`src/rtl/note_sched_pkg.sv`:
```
// note_sched_pkg: shared definitions for the note scheduler.
//   state_t  - top-level FSM encoding (IDLE=0, PLAY=1, DONE=2)
//   DEF_*    - default geometry, timing and hit-window constants
//   slot_idx - flat slot index (lane*slots + slot) used by the packed outputs
package note_sched_pkg;

  typedef enum logic [1:0] {
    ST_IDLE = 2'd0,
    ST_PLAY = 2'd1,
    ST_DONE = 2'd2
  } state_t;

  localparam int DEF_LANES      = 3;
  localparam int DEF_SLOTS      = 3;
  localparam int DEF_POS_W      = 10;
  localparam int DEF_BOTTOM     = 520;
  localparam int DEF_BEAT_TICKS = 32;
  localparam int DEF_SONG_LEN   = 8;
  localparam int DEF_HIT_LO     = 440;
  localparam int DEF_HIT_HI     = 480;

  function automatic int slot_idx(input int lane, input int slot, input int slots);
    return lane * slots + slot;
  endfunction

endpackage

```
`src/rtl/note_lane.sv`:
```
// note_lane: the note slots of one lane.
//   clk, reset_n  - clock, synchronous active-low reset
//   flush         - clear every slot and pulse (abort / not playing)
//   tick          - advance / retire strobe (already gated to PLAY)
//   spawn         - place a new note at pos 0 in the lowest free slot
//   hit_req       - player hit request (already gated to PLAY)
//   active, pos   - registered slot occupancy and positions
//   active_nxt    - occupancy after this cycle's update (end-of-song detection)
//   hit, miss, ovf- registered one-cycle result pulses
module note_lane
  import note_sched_pkg::*;
#(
  parameter int SLOTS  = DEF_SLOTS,
  parameter int POS_W  = DEF_POS_W,
  parameter int BOTTOM = DEF_BOTTOM,
  parameter int HIT_LO = DEF_HIT_LO,
  parameter int HIT_HI = DEF_HIT_HI
) (
  input  logic                        clk,
  input  logic                        reset_n,
  input  logic                        flush,
  input  logic                        tick,
  input  logic                        spawn,
  input  logic                        hit_req,
  output logic [SLOTS-1:0]            active,
  output logic [SLOTS-1:0][POS_W-1:0] pos,
  output logic [SLOTS-1:0]            active_nxt,
  output logic                        hit,
  output logic                        miss,
  output logic                        ovf
);

  logic [SLOTS-1:0][POS_W-1:0] pos_nxt;
  logic                        cand_vld;
  logic [SLOTS-1:0]            cand_oh;
  logic [POS_W-1:0]            cand_pos;
  logic                        free_vld;
  logic [SLOTS-1:0]            free_oh;
  logic                        hit_ok;
  logic                        retire;

  // Hit candidate: deepest in-window note; strict '>' keeps the lowest index on ties.
  always_comb begin
    cand_vld = 1'b0;
    cand_oh  = '0;
    cand_pos = '0;
    for (int s = 0; s < SLOTS; s++) begin
      if (active[s] && pos[s] >= POS_W'(HIT_LO) && pos[s] <= POS_W'(HIT_HI) &&
          (!cand_vld || pos[s] > cand_pos)) begin
        cand_vld   = 1'b1;
        cand_oh    = '0;
        cand_oh[s] = 1'b1;
        cand_pos   = pos[s];
      end
    end
  end

  // Lowest free slot, judged on registered occupancy so slots vacated this
  // cycle (retire or hit) are not reused until the next spawn.
  always_comb begin
    free_vld = 1'b0;
    free_oh  = '0;
    for (int s = SLOTS - 1; s >= 0; s--) begin
      if (!active[s]) begin
        free_vld   = 1'b1;
        free_oh    = '0;
        free_oh[s] = 1'b1;
      end
    end
  end

  always_comb begin
    hit_ok     = hit_req && cand_vld;
    retire     = 1'b0;
    active_nxt = active;
    pos_nxt    = pos;
    for (int s = 0; s < SLOTS; s++) begin
      // Hit uses pre-tick positions; the hit slot is freed instead of advanced.
      if (hit_ok && cand_oh[s]) begin
        active_nxt[s] = 1'b0;
        pos_nxt[s]    = '0;
      end else if (tick && active[s]) begin
        if (pos[s] == POS_W'(BOTTOM)) begin
          active_nxt[s] = 1'b0;
          pos_nxt[s]    = '0;
          retire        = 1'b1;
        end else begin
          pos_nxt[s] = pos[s] + 1'b1;
        end
      end
      // A free slot is inactive, so it never collides with the branches above.
      if (spawn && free_oh[s]) begin
        active_nxt[s] = 1'b1;
        pos_nxt[s]    = '0;
      end
    end
  end

  always_ff @(posedge clk) begin
    if (!reset_n || flush) begin
      active <= '0;
      pos    <= '0;
      hit    <= 1'b0;
      miss   <= 1'b0;
      ovf    <= 1'b0;
    end else begin
      active <= active_nxt;
      pos    <= pos_nxt;
      hit    <= hit_ok;
      miss   <= retire || (hit_req && !cand_vld);
      ovf    <= spawn && !free_vld;
    end
  end

endmodule

```
`src/rtl/note_scheduler.sv`:
```
// note_scheduler: falling-note sequencer for the three-lane rhythm game.
//   clk, reset_n    - clock, synchronous active-low reset
//   tick            - one-cycle movement / beat strobe
//   start, abort    - play request / return to IDLE and flush
//   song_data       - lane mask from the async song ROM at song_addr
//   song_addr       - current beat index
//   hit_req         - per-lane hit request pulses
//   slot_active     - occupancy, index lane*SLOTS+slot
//   slot_pos        - packed positions, same indexing
//   hit_pulse, miss_pulse, overflow - registered one-cycle result pulses
//   state           - IDLE=0, PLAY=1, DONE=2
module note_scheduler
  import note_sched_pkg::*;
#(
  parameter int LANES      = DEF_LANES,
  parameter int SLOTS      = DEF_SLOTS,
  parameter int POS_W      = DEF_POS_W,
  parameter int BOTTOM     = DEF_BOTTOM,
  parameter int BEAT_TICKS = DEF_BEAT_TICKS,
  parameter int SONG_LEN   = DEF_SONG_LEN,
  parameter int HIT_LO     = DEF_HIT_LO,
  parameter int HIT_HI     = DEF_HIT_HI,
  localparam int AW        = $clog2(SONG_LEN),
  localparam int BW        = $clog2(BEAT_TICKS),
  localparam int IW        = $clog2(SONG_LEN + 1)
) (
  input  logic                           clk,
  input  logic                           reset_n,
  input  logic                           tick,
  input  logic                           start,
  input  logic                           abort,
  input  logic [LANES-1:0]               song_data,
  output logic [AW-1:0]                  song_addr,
  input  logic [LANES-1:0]               hit_req,
  output logic [LANES*SLOTS-1:0]         slot_active,
  output logic [LANES*SLOTS*POS_W-1:0]   slot_pos,
  output logic [LANES-1:0]               hit_pulse,
  output logic [LANES-1:0]               miss_pulse,
  output logic [LANES-1:0]               overflow,
  output logic [1:0]                     state
);

  state_t                               st;
  logic [BW-1:0]                        beat_cnt;
  logic [IW-1:0]                        beat_idx;   // one wider than song_addr so it can hold SONG_LEN
  logic                                 play;
  logic                                 song_end;
  logic                                 end_nxt;
  logic                                 spawn_beat;
  logic [LANES-1:0][SLOTS-1:0]          lane_act;
  logic [LANES-1:0][SLOTS-1:0]          lane_act_nxt;
  logic [LANES-1:0][SLOTS-1:0][POS_W-1:0] lane_pos;

  assign play       = (st == ST_PLAY) && !abort;
  assign song_end   = (beat_idx == IW'(SONG_LEN));
  assign spawn_beat = play && tick && (beat_cnt == '0) && !song_end;
  assign end_nxt    = song_end || (spawn_beat && beat_idx == IW'(SONG_LEN - 1));
  // Once the song is exhausted the ROM index wraps to 0; no spawn reads it then.
  assign song_addr  = beat_idx[AW-1:0];
  assign state      = st;

  for (genvar l = 0; l < LANES; l++) begin : g_lane
    note_lane #(
      .SLOTS (SLOTS),
      .POS_W (POS_W),
      .BOTTOM(BOTTOM),
      .HIT_LO(HIT_LO),
      .HIT_HI(HIT_HI)
    ) u_lane (
      .clk       (clk),
      .reset_n   (reset_n),
      .flush     (!play),
      .tick      (play && tick),
      .spawn     (spawn_beat && song_data[l]),
      .hit_req   (play && hit_req[l]),
      .active    (lane_act[l]),
      .pos       (lane_pos[l]),
      .active_nxt(lane_act_nxt[l]),
      .hit       (hit_pulse[l]),
      .miss      (miss_pulse[l]),
      .ovf       (overflow[l])
    );
    for (genvar s = 0; s < SLOTS; s++) begin : g_slot
      assign slot_active[slot_idx(l, s, SLOTS)]                 = lane_act[l][s];
      assign slot_pos[slot_idx(l, s, SLOTS)*POS_W +: POS_W]     = lane_pos[l][s];
    end
  end

  always_ff @(posedge clk) begin
    if (!reset_n) begin
      st       <= ST_IDLE;
      beat_cnt <= '0;
      beat_idx <= '0;
    end else begin
      case (st)
        ST_IDLE: if (start) begin
          st       <= ST_PLAY;
          beat_cnt <= '0;
          beat_idx <= '0;
        end
        ST_PLAY: if (abort) begin
          st       <= ST_IDLE;
          beat_cnt <= '0;
          beat_idx <= '0;
        end else begin
          if (tick)
            beat_cnt <= (beat_cnt == BW'(BEAT_TICKS - 1)) ? '0 : beat_cnt + 1'b1;
          if (spawn_beat)
            beat_idx <= beat_idx + 1'b1;
          // Judged on post-update values so DONE lines up with the final pulses.
          if (end_nxt && !(|lane_act_nxt))
            st <= ST_DONE;
        end
        ST_DONE: if (abort || !start) begin
          st       <= ST_IDLE;
          beat_cnt <= '0;
          beat_idx <= '0;
        end
        default: st <= ST_IDLE;
      endcase
    end
  end

endmodule

```
`config.mk`:
```
export PLATFORM = sky130hd
export DESIGN_NAME = note_scheduler
export DESIGN_NICKNAME = d
export VERILOG_FILES = /design/src/rtl/note_sched_pkg.sv /design/src/rtl/note_lane.sv /design/src/rtl/note_scheduler.sv
export SDC_FILE = /design/constraint.sdc
export NUM_CORES = 1
export LEC_CHECK = 0
export BUFFER_PORTS_ARGS = -buffer_cell sky130_fd_sc_hd__clkbuf_2
export CORE_ASPECT_RATIO = 2
export CORE_UTILIZATION = 30
export CTS_CLUSTER_SIZE = 28
export DETAILED_ROUTE_END_ITERATION = 10
export GPL_ROUTABILITY_DRIVEN = 0
export GPL_TIMING_DRIVEN = 0
export MAX_ROUTING_LAYER = met4
export PLACE_DENSITY = 0.59
export SLEW_MARGIN = 25
export SYNTH_ARGS = -nofsm -noshare
export SYNTH_HDL_FRONTEND = slang
export SYNTH_SLANG_ARGS = --single-unit
```
`constraint.sdc`:
```
create_clock -name clk -period 5.3 [get_ports clk]
set_clock_uncertainty 0.1 [all_clocks]
set_input_delay 0.53 -clock clk [delete_from_list [all_inputs] [get_ports clk]]
set_output_delay 0.53 -clock clk [all_outputs]
set_load 0.01 [all_outputs]
```
==> impl_metrics.csv <==
group,metric,value,unit
cts,cts_root_buffer,"clkbuf_16",
hold_path,hp-class,"primary input to flip-flop",
power_and_ir_drop,leakagePower,4.18,nW
route,drtPass1Iterations,4,
place,port_buffers,123,
cts,clk-insertion-delay-late,0.45,ns
place,dp_slack,-1.18,ns
route,postRouteAntennaNets,0,
job,drv_cap,0,
final_layout,final_nets,1274,
synthesis,yosysWarnings,0,
floorplanning,initial_core_util,30.7,%
final_layout,areaGrowthSynthToFinish,28.4,%
global_route,grt_pass1_vias,7958,
sta,holdWs,0.256,ns
synthesis,netlist_top_cells_area,"dfxtp_1 29%, ha_1 13%, nor2_1 6.7%, xor2_1 5.5%, nand2_1 4.4%",
sta,setup-violations-final,0,
final_layout,antenna_cells,0,
worst_setup_path,critPathLaunchType,"flip-flop",
cts,htreeDepth,4,
floorplanning,ios,124,
synthesis,syn-mean-instance-area,8.03,µm²
synthesis,synth_top_area_cell,"dfxtp_1",
sta,relSlewSlack,38.9,%
synthesis,syn_area,8120,µm²
final_layout,fillers,2790,
floorplanning,die_height,235,µm
cts,clockBufferDepth,2,
floorplanning,core_area,26500,µm²
synthesis,synth_top_flop_cell,"dfxtp_1",
synthesis,synth_top_area_share,29.3,%
synthesis,synth-edff-count,0,
cts,cts_tree,"built",
synthesis,async_flop_share,0,%
global_route,grt_max_degree,17,
floorplanning,fp.dieArea,27800,µm²
global_route,grt_pass1_wl,40500,µm
floorplanning,die_w,118,µm
synthesis,synth-seq-area-share,29.3,%
place,place_hpwl,19800,µm
power_and_ir_drop,peakVddDrop,163,µV
final_layout,drive_above_1_share,25.0,%
power_and_ir_drop,finalPower,2.16,mW
worst_setup_path,worstPathRequired,5.58,ns
cts,cts-buffers-inserted,17,
floorplanning,num_rows,84,
status,status,"finished clean",
route,wl,25800,µm
worst_setup_path,cp-end-kind,"flip-flop",
global_route,grtUsageTotal,19.1,%
cts,cts.sinks,119,
sta,worstMarginPinSlew,0.905,ns
worst_setup_path,critical_path.max_fanout,8,
power_and_ir_drop,p_per_area,208,nW/µm²
route,avgViaCountPerCell,5.25,
sta,drv_slew,0,
sta,finalCritPeriodShare,97.6,%
global_route,grt.overflow.total,0,
cts,path_clk_slew,0.06,ns
global_route,antenna_found_initial,0,
sta,worst_slack,0.129,ns
route,wl_per_cell,16.8,µm
sta,fmax,193,MHz
sta,min_period,5.17,ns
sta,hold_violations,0,
synthesis,synth_cells,1012,
worst_setup_path,crit_type,"flip-flop to flip-flop",
synthesis,yosysUniqueCellTypes,74,
route,drc,0,
worst_setup_path,arrival,5.45,ns
route,drt_iter0_drc,365,
synthesis,synth-seq-cells,119,
route,num_vias,8071,
## sequential cells by signal (all words and copies together) (netlist names)
register              count
g_lane.u_lane.ovf         3
g_lane.u_lane.miss        3
state                     2
g_lane.u_lane.active      9
beat_cnt                  5
g_lane.u_lane.hit         3
g_lane.u_lane.pos        90
beat_idx                  4
## logic make-up (layout without fill, tap and decap cells)
group	after synthesis	in the layout	share of synthesized area, %
and+or+nand+nor	472	472	30.1
AOI/OAI and AO/OA	169	170	14.1
DFF	119	119	29.3
buffers and inverters	89	264	5.05
adders and majority gates	83	83	12.8
xor gates and xnor gates	75	75	8.09
muxes	4	4	0.554
other	1	6	0.0462
## layout make-up
type / count / area, µm² / share of cell area (%)
plain buffers: 36 / 240 / 2.30
clock buffers: 18 / 439 / 4.21
clock inverters: 14 / 158 / 1.51
inverters: 51 / 191 / 1.84
multi-input cells: 810 / 5770 / 55.4
flip-flops and latches: 119 / 2410 / 23.1
well taps: 344 / 430 / 4.13
repair buffers: 145 / 785 / 7.52
## cells in the final DEF (no fill, tap or decap), types with 11 or more instances in the layout
master / synthesis / layout
nor2_1: 145 / 134
clkbuf_2: 0 / 123
dfxtp_1: 119 / 105
nand2_1: 95 / 89
ha_1: 83 / 76
a21oi_1: 54 / 51
xor2_1: 51 / 51
inv_1: 51 / 49
nand4_1: 45 / 45
nand3_1: 42 / 41
buf_4: 12 / 34
xnor2_1: 24 / 24
nor3_1: 20 / 19
o21ai_0: 22 / 18
and3_1: 21 / 18
nor2_2: 8 / 17
clkbuf_16: 0 / 17
clkbuf_1: 21 / 15
a21o_1: 14 / 13
and2_1: 11 / 11
## cells in the mapped netlist, drive strengths merged, types with 6 or more instances
cell type / instances
xnor2: 24
buf: 17
a21o: 14
a31oi: 9
nand2: 95
ha: 83
nand4b: 10
nor4b: 7
a21oi: 54
nand2b: 13
a22oi: 7
inv: 51
clkbuf: 21
dfxtp: 119
nand4: 45
nand3: 42
nor3: 20
nor4: 10
and3: 21
nor2b: 9
nor3b: 6
and2: 12
nor2: 161
xor2: 51
o21ai: 26
## worst max-delay path, stage by stage (launching register included)
cell	delay [ns]
dfxtp_4	0.38
and3_4	0.21
o21ai_4	0.07
a2111oi_4	0.43
clkbuf_8	0.27
nand2_4	0.09
ha_4	0.27
nand4_1	0.12
a211oi_2	0.30
a2111oi_4	0.06
or3_4	0.42
o21ai_4	0.11
buf_8	0.16
nor2_1	0.05
a21oi_2	0.17
ha_4	0.24
nand4_1	0.12
nor2_2	0.06
and3_4	0.17
o311a_1	0.38
and3_4	0.19
or3_4	0.39
a21o_4	0.24
nor2_1	0.09
## metrics by stage
step | instance area [µm²] | util [%] | setup TNS [ns] | std cells
after CTS | 10000 | 37.8 | 0 | 1520
after detailed placement | 9200 | 34.7 | -63.28 | 1484
after floorplan | 8150 | - | 0 | 1017
after global routing | 10400 | 39.4 | -0.381 | 1537
after global placement | 9200 | 34.7 | -56.36 | 1484
final | 10400 | 39.4 | 0 | 1537
## path summary, 6_finish.rpt
path / start / to / slack, ns / cells past startpoint
setup reg to reg: g_lane[0].u_lane.pos[4] / g_lane[0].u_lane.pos[3] / 0.13 / 23
hold reg to reg: beat_cnt[1] / beat_cnt[1] / 0.40 / 2
setup / recovery: g_lane[0].u_lane.pos[4] / g_lane[0].u_lane.pos[3] / 0.13 / 23
hold / removal: hit_req[1] / g_lane[1].u_lane.hit / 0.26 / 3
## timing repair
item | CTS | global route
setup endpoints to repair | 97 | 80
gates cloned | 2 | 1
buffers inserted | 4 | 16
hold buffers | 0 | 0
gates resized for setup | 46 | 67
pin swaps | 8 | 43
## routing by layer
| layer | track usage (%) | routed length (µm) | vias to the layer above |
|---|---|---|---|
| met5 | - | 0 | - |
| li1 | - | - | 3939 |
| met4 | 12.1 | 1320 | 0 |
| met3 | 3.86 | 983 | 95 |
| met1 | 17.4 | 9250 | 3837 |
| met2 | 35.7 | 14200 | 200 |
## power breakdown
| group | leakage, nW | internal (mW) | switching (mW) |
|---|---|---|---|
| combinational | 2.93 | 0.0259 | 0.0464 |
| clock | 0.283 | 0.743 | 0.453 |
| sequential | 0.967 | 0.894 | 0.00180 |
| total | 4.18 | 1.66 | 0.501 |
Power figures use the tool's default switching activity.
